## src/rtl/adc_pkg.sv

```systemverilog
// adc_pkg: shared definitions for the ADC sequencer slice.
//   - ST_* state encodings for the conversion FSM
//   - DATA_W_DEF: default ADC data width
//   - clog2/max3: constant helpers for sizing counters
package adc_pkg;

  localparam int DATA_W_DEF = 8;

  typedef enum logic [2:0] {
    ST_IDLE     = 3'd0,
    ST_START    = 3'd1,
    ST_WAIT_INT = 3'd2,
    ST_SETTLE   = 3'd3,
    ST_CAPTURE  = 3'd4
  } adc_state_e;

  // Bits needed to hold 0..n-1. Never returns less than 1, so a counter
  // sized with it is always a legal vector.
  function automatic int clog2(input int n);
    int r;
    int v;
    r = 0;
    v = 1;
    while (v < n) begin
      v = v << 1;
      r = r + 1;
    end
    return (r == 0) ? 1 : r;
  endfunction

  function automatic int max3(input int a, input int b, input int c);
    int m;
    m = (a > b) ? a : b;
    return (m > c) ? m : c;
  endfunction

endpackage

```

## src/rtl/adc_seq_ctrl_if.sv

```systemverilog
// adc_seq_ctrl_if: ADC pins plus the control/result bus of adc_seq_ctrl.
//   en, err_clr         run enable and error clear from the host
//   INT, DB             ADC end-of-conversion (falling edge) and data bus
//   WR                  active-low start-conversion strobe to the ADC
//   tick                conversion period pulse
//   sample/sample_valid raw capture and its one-cycle strobe
//   avg/avg_valid       boxcar average and its one-cycle strobe
//   timeout_err         sticky conversion-timeout flag
// master: the sequencer side. slave: the ADC/host side.
interface adc_seq_ctrl_if #(
  parameter int DATA_W = adc_pkg::DATA_W_DEF
);

  logic              en;
  logic              err_clr;
  logic              INT;
  logic [DATA_W-1:0] DB;
  logic              WR;
  logic              tick;
  logic [DATA_W-1:0] sample;
  logic              sample_valid;
  logic [DATA_W-1:0] avg;
  logic              avg_valid;
  logic              timeout_err;

  modport master (
    input  en, err_clr, INT, DB,
    output WR, tick, sample, sample_valid, avg, avg_valid, timeout_err
  );

  modport slave (
    output en, err_clr, INT, DB,
    input  WR, tick, sample, sample_valid, avg, avg_valid, timeout_err
  );

endinterface

```

## src/rtl/adc_tick_gen.sv

```systemverilog
// adc_tick_gen: free-running 0..TICK_DIV-1 counter with a one-cycle tick.
//   clk, rst  clock and asynchronous active-high reset
//   tick      high for one cycle per period, in the last cycle before the
//             counter wraps back to 0
module adc_tick_gen
  import adc_pkg::*;
#(
  parameter int TICK_DIV = 100
) (
  input  logic clk,
  input  logic rst,
  output logic tick
);

  localparam int CW = clog2(TICK_DIV);
  localparam logic [CW-1:0] LAST = CW'(TICK_DIV - 1);

  logic [CW-1:0] cnt_q, cnt_d;
  logic          tick_q, tick_d;

  // tick is decoded from the next count so it lines up with cnt_q == LAST
  // while still coming straight out of a flop.
  always_comb begin
    cnt_d  = (cnt_q == LAST) ? '0 : cnt_q + 1'b1;
    tick_d = (cnt_d == LAST);
  end

  always_ff @(posedge clk or posedge rst) begin
    if (rst) begin
      cnt_q  <= '0;
      tick_q <= 1'b0;
    end else begin
      cnt_q  <= cnt_d;
      tick_q <= tick_d;
    end
  end

  assign tick = tick_q;

endmodule

```

## src/rtl/adc_seq_ctrl.sv

```systemverilog
// adc_seq_ctrl: periodic conversion sequencer for a parallel-output ADC.
// Each tick (while en) pulses WR low, waits for INT to fall, lets DB settle,
// captures it as a raw sample and folds it into a 2^AVG_LOG2 boxcar average.
// A conversion that never ends sets a sticky timeout_err and drops the
// partial average.
//   clk, rst  clock and asynchronous active-high reset
//   bus       adc_seq_ctrl_if.master (ADC pins, control, results)
module adc_seq_ctrl
  import adc_pkg::*;
#(
  parameter int DATA_W   = DATA_W_DEF,
  parameter int TICK_DIV = 100,
  parameter int WR_PULSE = 4,
  parameter int SETTLE   = 2,
  parameter int AVG_LOG2 = 2,
  parameter int TIMEOUT  = 1000
) (
  input  logic           clk,
  input  logic           rst,
  adc_seq_ctrl_if.master bus
);

  // One phase counter is shared by START, WAIT_INT and SETTLE.
  localparam int PH_W  = clog2(max3(WR_PULSE, TIMEOUT, SETTLE));
  localparam int ACC_W = DATA_W + AVG_LOG2;
  localparam int CNT_W = AVG_LOG2 + 1;

  localparam logic [PH_W-1:0]  WR_LAST     = PH_W'(WR_PULSE - 1);
  localparam logic [PH_W-1:0]  TO_LAST     = PH_W'(TIMEOUT - 1);
  localparam logic [PH_W-1:0]  SETTLE_LAST = PH_W'((SETTLE > 0) ? SETTLE - 1 : 0);
  localparam logic [CNT_W-1:0] CNT_LAST    = CNT_W'((1 << AVG_LOG2) - 1);

  logic tick_w;

  adc_tick_gen #(
    .TICK_DIV (TICK_DIV)
  ) u_tick_gen (
    .clk  (clk),
    .rst  (rst),
    .tick (tick_w)
  );

  // Two-flop synchroniser on INT plus one history flop for edge detection.
  // Resetting to 1 means a low INT at reset never looks like a fresh fall
  // inside WAIT_INT.
  logic int_s1_q, int_s2_q, int_prev_q;
  logic int_fall;

  always_ff @(posedge clk or posedge rst) begin
    if (rst) begin
      int_s1_q   <= 1'b1;
      int_s2_q   <= 1'b1;
      int_prev_q <= 1'b1;
    end else begin
      int_s1_q   <= bus.INT;
      int_s2_q   <= int_s1_q;
      int_prev_q <= int_s2_q;
    end
  end

  assign int_fall = int_prev_q & ~int_s2_q;

  adc_state_e        state_q, state_d;
  logic [PH_W-1:0]   ph_q, ph_d;
  logic              wr_q, wr_d;
  logic [DATA_W-1:0] sample_q, sample_d;
  logic              sample_valid_q, sample_valid_d;
  logic [DATA_W-1:0] avg_q, avg_d;
  logic              avg_valid_q, avg_valid_d;
  logic [ACC_W-1:0]  acc_q, acc_d;
  logic [CNT_W-1:0]  cnt_q, cnt_d;
  logic              err_q, err_d;
  logic [ACC_W-1:0]  acc_sum;

  always_comb begin
    state_d        = state_q;
    ph_d           = ph_q;
    wr_d           = wr_q;
    sample_d       = sample_q;
    sample_valid_d = 1'b0;
    avg_d          = avg_q;
    avg_valid_d    = 1'b0;
    acc_d          = acc_q;
    cnt_d          = cnt_q;
    // A timeout in the same cycle overrides this clear further down.
    err_d          = bus.err_clr ? 1'b0 : err_q;
    acc_sum        = acc_q + ACC_W'(bus.DB);

    unique case (state_q)
      ST_IDLE: begin
        if (tick_w && bus.en) begin
          state_d = ST_START;
          wr_d    = 1'b0;
          ph_d    = '0;
        end
      end

      ST_START: begin
        if (ph_q == WR_LAST) begin
          wr_d    = 1'b1;
          ph_d    = '0;
          state_d = ST_WAIT_INT;
        end else begin
          ph_d = ph_q + 1'b1;
        end
      end

      // A fall arriving in the very cycle the timer expires still counts
      // as a good conversion.
      ST_WAIT_INT: begin
        if (int_fall) begin
          ph_d    = '0;
          state_d = (SETTLE == 0) ? ST_CAPTURE : ST_SETTLE;
        end else if (ph_q == TO_LAST) begin
          err_d   = 1'b1;
          acc_d   = '0;
          cnt_d   = '0;
          state_d = ST_IDLE;
        end else begin
          ph_d = ph_q + 1'b1;
        end
      end

      ST_SETTLE: begin
        if (ph_q == SETTLE_LAST) begin
          state_d = ST_CAPTURE;
        end else begin
          ph_d = ph_q + 1'b1;
        end
      end

      // DB is sampled raw: the ADC holds it stable from INT fall until the
      // next WR, so no synchroniser is needed on the data path.
      ST_CAPTURE: begin
        sample_d       = bus.DB;
        sample_valid_d = 1'b1;
        if (cnt_q == CNT_LAST) begin
          avg_d       = acc_sum[ACC_W-1:AVG_LOG2];
          avg_valid_d = 1'b1;
          acc_d       = '0;
          cnt_d       = '0;
        end else begin
          acc_d = acc_sum;
          cnt_d = cnt_q + 1'b1;
        end
        state_d = ST_IDLE;
      end

      default: begin
        state_d = ST_IDLE;
        wr_d    = 1'b1;
      end
    endcase
  end

  always_ff @(posedge clk or posedge rst) begin
    if (rst) begin
      state_q        <= ST_IDLE;
      ph_q           <= '0;
      wr_q           <= 1'b1;
      sample_q       <= '0;
      sample_valid_q <= 1'b0;
      avg_q          <= '0;
      avg_valid_q    <= 1'b0;
      acc_q          <= '0;
      cnt_q          <= '0;
      err_q          <= 1'b0;
    end else begin
      state_q        <= state_d;
      ph_q           <= ph_d;
      wr_q           <= wr_d;
      sample_q       <= sample_d;
      sample_valid_q <= sample_valid_d;
      avg_q          <= avg_d;
      avg_valid_q    <= avg_valid_d;
      acc_q          <= acc_d;
      cnt_q          <= cnt_d;
      err_q          <= err_d;
    end
  end

  assign bus.WR           = wr_q;
  assign bus.tick         = tick_w;
  assign bus.sample       = sample_q;
  assign bus.sample_valid = sample_valid_q;
  assign bus.avg          = avg_q;
  assign bus.avg_valid    = avg_valid_q;
  assign bus.timeout_err  = err_q;

endmodule

```

## src/flat_wrapper.sv

```systemverilog
// flat-port wrapper written by rule: the top's interface ports become plain ports
module adc_seq_ctrl_flat import adc_pkg::*;
#(
  parameter int DATA_W   = DATA_W_DEF,
  parameter int TICK_DIV = 100,
  parameter int WR_PULSE = 4,
  parameter int SETTLE   = 2,
  parameter int AVG_LOG2 = 2,
  parameter int TIMEOUT  = 1000
)
  (clk, rst, bus_en, bus_err_clr, bus_INT, bus_DB, bus_WR, bus_tick, bus_sample, bus_sample_valid, bus_avg, bus_avg_valid, bus_timeout_err);
  adc_seq_ctrl_if #(.DATA_W(DATA_W)) bus_i ();
  input  logic clk;
  input  logic rst;
  input wire logic [$bits(bus_i.en)-1:0] bus_en;
  input wire logic [$bits(bus_i.err_clr)-1:0] bus_err_clr;
  input wire logic [$bits(bus_i.INT)-1:0] bus_INT;
  input wire logic [$bits(bus_i.DB)-1:0] bus_DB;
  output wire logic [$bits(bus_i.WR)-1:0] bus_WR;
  output wire logic [$bits(bus_i.tick)-1:0] bus_tick;
  output wire logic [$bits(bus_i.sample)-1:0] bus_sample;
  output wire logic [$bits(bus_i.sample_valid)-1:0] bus_sample_valid;
  output wire logic [$bits(bus_i.avg)-1:0] bus_avg;
  output wire logic [$bits(bus_i.avg_valid)-1:0] bus_avg_valid;
  output wire logic [$bits(bus_i.timeout_err)-1:0] bus_timeout_err;
  assign bus_i.en = bus_en;
  assign bus_i.err_clr = bus_err_clr;
  assign bus_i.INT = bus_INT;
  assign bus_i.DB = bus_DB;
  assign bus_WR = bus_i.WR;
  assign bus_tick = bus_i.tick;
  assign bus_sample = bus_i.sample;
  assign bus_sample_valid = bus_i.sample_valid;
  assign bus_avg = bus_i.avg;
  assign bus_avg_valid = bus_i.avg_valid;
  assign bus_timeout_err = bus_i.timeout_err;
  adc_seq_ctrl #(.DATA_W(DATA_W), .TICK_DIV(TICK_DIV), .WR_PULSE(WR_PULSE), .SETTLE(SETTLE), .AVG_LOG2(AVG_LOG2), .TIMEOUT(TIMEOUT)) u_core (.clk(clk), .rst(rst), .bus(bus_i));
endmodule
```

## config.mk

```make
export PLATFORM = sky130hd
export DESIGN_NAME = adc_seq_ctrl_flat
export DESIGN_NICKNAME = d
export VERILOG_FILES = /design/src/rtl/adc_pkg.sv /design/src/rtl/adc_seq_ctrl_if.sv /design/src/rtl/adc_tick_gen.sv /design/src/rtl/adc_seq_ctrl.sv /design/src/flat_wrapper.sv
export SDC_FILE = /design/constraint.sdc
export NUM_CORES = 1
export LEC_CHECK = 0
export ABC_AREA = 1
export BUFFER_PORTS_ARGS = -buffer_cell sky130_fd_sc_hd__clkbuf_2
export CAP_MARGIN = 5
export CORE_ASPECT_RATIO = 1.1
export CORE_MARGIN = 2
export CORE_UTILIZATION = 40
export DETAILED_ROUTE_END_ITERATION = 6
export SYNTH_ARGS = -nofsm -noshare
export SYNTH_HDL_FRONTEND = slang
export SYNTH_HIERARCHICAL = 1
export SYNTH_SLANG_ARGS = --single-unit
```

## constraint.sdc

```tcl
create_clock -name clk -period 4.2 [get_ports clk]
set_clock_uncertainty 0.15 [all_clocks]
set_input_delay 1.05 -clock clk [delete_from_list [all_inputs] [get_ports clk]]
set_output_delay 1.05 -clock clk [all_outputs]
set_load 0.03 [all_outputs]
```

## Yosys cells after proc, flatten, opt, wreduce, memory -nomap -nowiden

Index checks and enable logic that the tools add are counted.
W data, S select, Z words.

| cells by class | value |
|---|---|
| add/subtract/negate cells | 4 |
| multiply operators | 0 |
| div/mod/pow operators | 0 |
| order comparisons | 0 |
| equal/unequal tests | 18 |
| shifts and indexed selects | 0 |
| mux-type cells | 30 |
| bitwise gates (word level) | 3 |
| reductions and logical operators | 10 |

Operators with widths:

| kind | number |
|---|---|
| $mux W10 | 8 |
| $pmux W10 S4 | 1 |
| $mux W3 | 7 |
| $pmux W10 S2 | 1 |
| $eq A7 B7 Y1 const B | 2 |
| $pmux W3 S4 | 1 |
| $add A10 B1 Y10 const B | 1 |
| $add A10 B8 Y10 | 1 |
| $eq A10 B1 Y1 const B | 1 |
| $eq A10 B10 Y1 const B | 1 |
| $eq A10 B2 Y1 const B | 1 |
| $eq A3 B2 Y1 const B | 3 |
| $mux W1 | 9 |
| $ne A2 B1 Y1 const B | 4 |
| $reduce_and A4 Y1 | 2 |
| $add A7 B1 Y7 const B | 1 |
| $mux W7 | 1 |
| $pmux W3 S2 | 1 |
| $reduce_and A3 Y1 | 2 |
| $ne A2 B2 Y1 const B | 2 |
| $reduce_bool A4 Y1 | 1 |
| $add A3 B1 Y3 const B | 1 |
| $eq A3 B1 Y1 const B | 1 |
| $eq A3 B3 Y1 const B | 1 |
| 10 further kinds | 11 |

| storage, ports and cells | value |
|---|---|
| bits in registers | 57 |
| bits in latches | 0 |
| RAM bits | 0 |
| ROM bits | 0 |
| input bits | 13 |
| output and inout bits | 21 |
| memories kept | 0 |

## Depth between registers and ports, before layout

| logic depth | value |
|---|---|
| word-level depth | 4 |
| depth in mapped cells | 10 |
| depth with buffers taken out | 10 |

## Hierarchy

Netlist, hierarchy kept.

By module, submodules not included:

| module | times used | cells an instance | area an instance (um2) | sequential area each (um2) |
|---|---|---|---|---|
| adc_seq_ctrl | 1 | 376 | 2819.0 | 1231.2 |
| adc_tick_gen | 1 | 55 | 450.4 | 200.2 |

## Worst setup path after synthesis

No wires, ideal clock.

| timing | value |
|---|---|
| path type | input to register |
| from | input bus_DB[0] |
| to | register u_core.acc_q[8] |
| setup time | 0.117 ns |
| arrival | 2.293 ns |
| data required time | 3.933 ns |
| setup slack | 1.641 ns |
| cell stages on the path | 9 |
| path through | ha_1 -> inv_1 -> fa_1 -> o21ai_0 -> nand3_1 -> nand2_1 -> nand2_1 -> nand3_1 -> nand2_1 |

| between the ends | value |
|---|---|
| cells in the longest elaborated chain, start to end | 3 |

RTL lines:

| item | RTL line | RTL |
|---|---|---|
| start, declared | flat_wrapper.sv:18 | `input wire logic [$bits(bus_i.DB)-1:0] bus_DB;` |
| $add A10 B8 Y10 | adc_seq_ctrl.sv:87 | `acc_sum = acc_q + ACC_W'(bus.DB);` |
| $mux W10 | adc_seq_ctrl.sv:137 | `if (cnt_q == CNT_LAST) begin` |
| $pmux W10 S2 | adc_seq_ctrl.sv:89 | `unique case (state_q)` |
| end signal, assigned | adc_seq_ctrl.sv:165 | `acc_q <= '0;` |
| end signal, assigned | adc_seq_ctrl.sv:176 | `acc_q <= acc_d;` |
| end, declared | adc_seq_ctrl.sv:70 | `logic [ACC_W-1:0] acc_q, acc_d;` |

No other way between the ends.
A chain may end at the register's enable or synchronous reset.

## Final worst setup path

Same ends and word-level chain as after synthesis.

==> results.sh <==
export IMPL_relSlewSlack_pct=44.07
export IMPL_ys_top_cells_by_area="dfrtp_1, nand2_1, nand3_1"
export IMPL_powerDensity_nw_per_um2=318.3
export IMPL_max_cap_violations=0
export IMPL_finalSetupViolCount=0
export IMPL_dr_pass1_iters=4
export IMPL_status="finished, final reports clean"
export IMPL_gr_total_overflow=0
export IMPL_yosysSeqAreaShare_pct=43.78
export IMPL_crit_fanout=3
export IMPL_crit_path_frequent_cell="nand2_1"
export IMPL_h_tree_depth=3
export IMPL_ctsHoldBuffers=0
export IMPL_critPathTopFamily="adder cells"
export IMPL_drc=0
export IMPL_wl_um=7436
export IMPL_finalPower_w=0.001201
export IMPL_die_w_um=90.20
export IMPL_io_pins=34
export IMPL_portBuffers=33
export IMPL_cts_buffers_inserted=9
export IMPL_leakage_nw=1.932
export IMPL_clk_pin_slew_ns=0.07
export IMPL_cts_sinks=57
export IMPL_nNetsFinal=498
export IMPL_synth_top_cell_by_area="dfrtp_1"
export IMPL_grt_pass1_wl_um=12990
export IMPL_cts_root_buf="clkbuf_8"
export IMPL_worst_pin_slew_ns=0.8377
export IMPL_via_per_inst=4.866
export IMPL_synthDistinctLibCells=38
export IMPL_syn_to_final_growth_pct=15.38
export IMPL_hp_class="register to register"
export IMPL_rows=34
export IMPL_path_class="input pin to register"
export IMPL_slowest_delay_ns=0.44
export IMPL_start_kind="input pin"
export IMPL_start_util_pct=41.32
export IMPL_avgSynthCellArea_um2=7.586
export IMPL_drtAntennaViolNets=0
export IMPL_synth_top_area_share_pct=40.57
export IMPL_crit_arrival_ns=2.68
export IMPL_rsz0062_at_grt="false"
export IMPL_drt_iter0_markers=107
export IMPL_cts_tree="built"
export IMPL_worst_ir_drop_vdd_v=0.0001682
export IMPL_antenna_found_initial=0
export IMPL_coreArea_um2=7913
export IMPL_clkLatencyLatePin_ns=0.34
export IMPL_max_clock_freq_mhz=384.5
export IMPL_place_hpwl_um=5654
export IMPL_drive_above_1_share_pct=17.86
export IMPL_synthCells=431
export IMPL_finalHoldViolations=0
export IMPL_track_usage_pct=18.39
export IMPL_slew_violations=0
export IMPL_synth_warning_count=6
export IMPL_dieArea_um2=8914
export IMPL_post_cts_buffers=0
export IMPL_critPathCaptureType="register"
export IMPL_tns_ns=0
export IMPL_finalWeightedCongestion=0.9093
export IMPL_path_cells="clkbuf_2, ha_1, inv_1, fa_1, o21ai_0, nand3_1, nand2_1, nand2_1, nand3_1, nand2_1"
export IMPL_clock_path_buffers=2
export IMPL_synth_nets=458
export IMPL_grt_pass1_vias=2848
export IMPL_path_buf_inv=2
export IMPL_critPathSlowestCell="o21ai_0"
export IMPL_ys_ff_latch=57
export IMPL_min_period_ns=2.601
export IMPL_routedWlPerCell_um=12.73
export IMPL_grt_max_degree=39
export IMPL_post_route_period_util_pct=61.92
export IMPL_syn_area_um2=3269
export IMPL_die_y_um=98.82
export IMPL_vias=2842
export IMPL_diodes=0
export IMPL_required_ns=4.28
export IMPL_cts_resized=0
## Yosys cell counts (all sizes together)
cell type / number
o21bai: 3
nand4: 10
nor3: 5
nand3: 41
xnor2: 1
dfrtp: 53
ha: 13
buf: 6
nand3b: 1
inv: 55
nor2: 46
a31oi: 1
o21ai: 20
o22ai: 1
o211ai: 1
o2111ai: 1
a21boi: 1
a21oi: 8
xor2: 4
or2: 1
dfstp: 4
fa: 1
nand2: 154
## worst reg2reg max path, stage by stage (launching register included)
cell     delay (ns)
dfrtp_1        0.45
nor2_1         0.16
inv_1          0.07
nor2_1         0.09
buf_4          0.21
inv_2          0.14
nor2_1         0.65
inv_1          0.12
o21ai_0        0.17
## routing by layer
metal	part of all wire (%)	global-route usage [%]
met5	0	0
met4	1.2	7.811
met3	3.0	3.976
met2	52	32.16
met1	44	21.99
## cells by family (layout without fill, tap and decap cells)
kind of cell / Yosys count / count (layout) / share of synthesized area, %
and+or+nand+nor: 258 / 258 / 35.06
buffers and inverters: 61 / 106 / 7.577
DFF: 57 / 57 / 43.78
AOI/OAI and AO/OA: 36 / 36 / 6.659
adders and majority gates: 14 / 14 / 5.588
xor gates and xnor gates: 5 / 5 / 1.339
## cell usage in the layout, fill, tap and decap left out, types with 2 or more instances in the layout
cell type  count
buf_4          2
inv_2          9
clkbuf_8      11
nor2_4         3
nor3_1         3
o21bai_1       2
bufinv_16      2
o21ai_0       15
nor2_2         5
a21oi_2        2
o21ai_2        2
nor2_1        38
a21oi_1        6
nand3_2        3
nand4_1       10
dfrtp_1       53
o21ai_1        3
clkinv_2       2
dfstp_2        4
nand3_1       37
xor2_1         4
ha_1          13
nand2_1      152
inv_1         46
clkbuf_2      33
## path summary, 6_finish.rpt
check	cells after the start	end	slack, ns	start
max	10	u_core/acc_q[8]	1.60	bus_DB[0]
min	0	u_core/int_s2_q	0.21	u_core/int_s1_q
max reg2reg	8	u_core/cnt_q[0]	1.91	u_core/state_q[1]
min reg2reg	0	u_core/int_s2_q	0.21	u_core/int_s1_q
max in group asynchronous	3	u_core/bus.avg_valid	2.49	rst
min in group asynchronous	2	u_core/u_tick_gen/cnt_q[5]	0.49	rst
## power breakdown
group / switching, W / total (W) / leakage (nW) / internal, W
Clock: 0.000228 / 0.000593 / 0.115 / 0.000364
Sequential: 0.000000466 / 0.000552 / 0.601 / 0.000552
Combinational: 0.0000388 / 0.0000560 / 1.22 / 0.0000173
## registers in the layout (all words and copies together), names as in the netlist
register and flops:
u_core/acc_q 10, u_core/bus.timeout_err 1, u_core/ph_q 10, u_core/bus.sample_valid 1
u_core/cnt_q 3, u_core/state_q 3, u_core/int_prev_q 1, u_core/u_tick_gen/cnt_q 7
u_core/int_s2_q 1, u_core/int_s1_q 1, u_core/u_tick_gen/tick 1, u_core/bus.avg 8
u_core/bus.WR 1, u_core/bus.sample 8, u_core/bus.avg_valid 1
## metrics by stage
step | setup WS, ns | hold slack [ns] | std cells | area (um2) | util (%)
CTS | 1.650 | 0.2078 | 584 | 3772 | 47.68
floorplan | 1.641 | 0.1952 | 431 | 3269 | -
detailed placement | 1.299 | 0.1976 | 568 | 3543 | 44.78
global placement | 1.357 | 0.1979 | 568 | 3543 | 44.78
finish | 1.599 | 0.2064 | 584 | 3772 | 47.68
global route | 1.435 | 0.2110 | 584 | 3772 | 47.68
## final cells by class
cell class / instances / area [um2]
repair buffers: 35 / 180.2
inverters: 55 / 206.4
clock buffers: 11 / 151.4
well taps: 108 / 135.1
fillers: 819 / 4140
clock inverters: 5 / 77.57
flip-flops and latches: 57 / 1431
multi-input cells: 313 / 1590
Note: power is estimated with default switching activity, not from simulation.
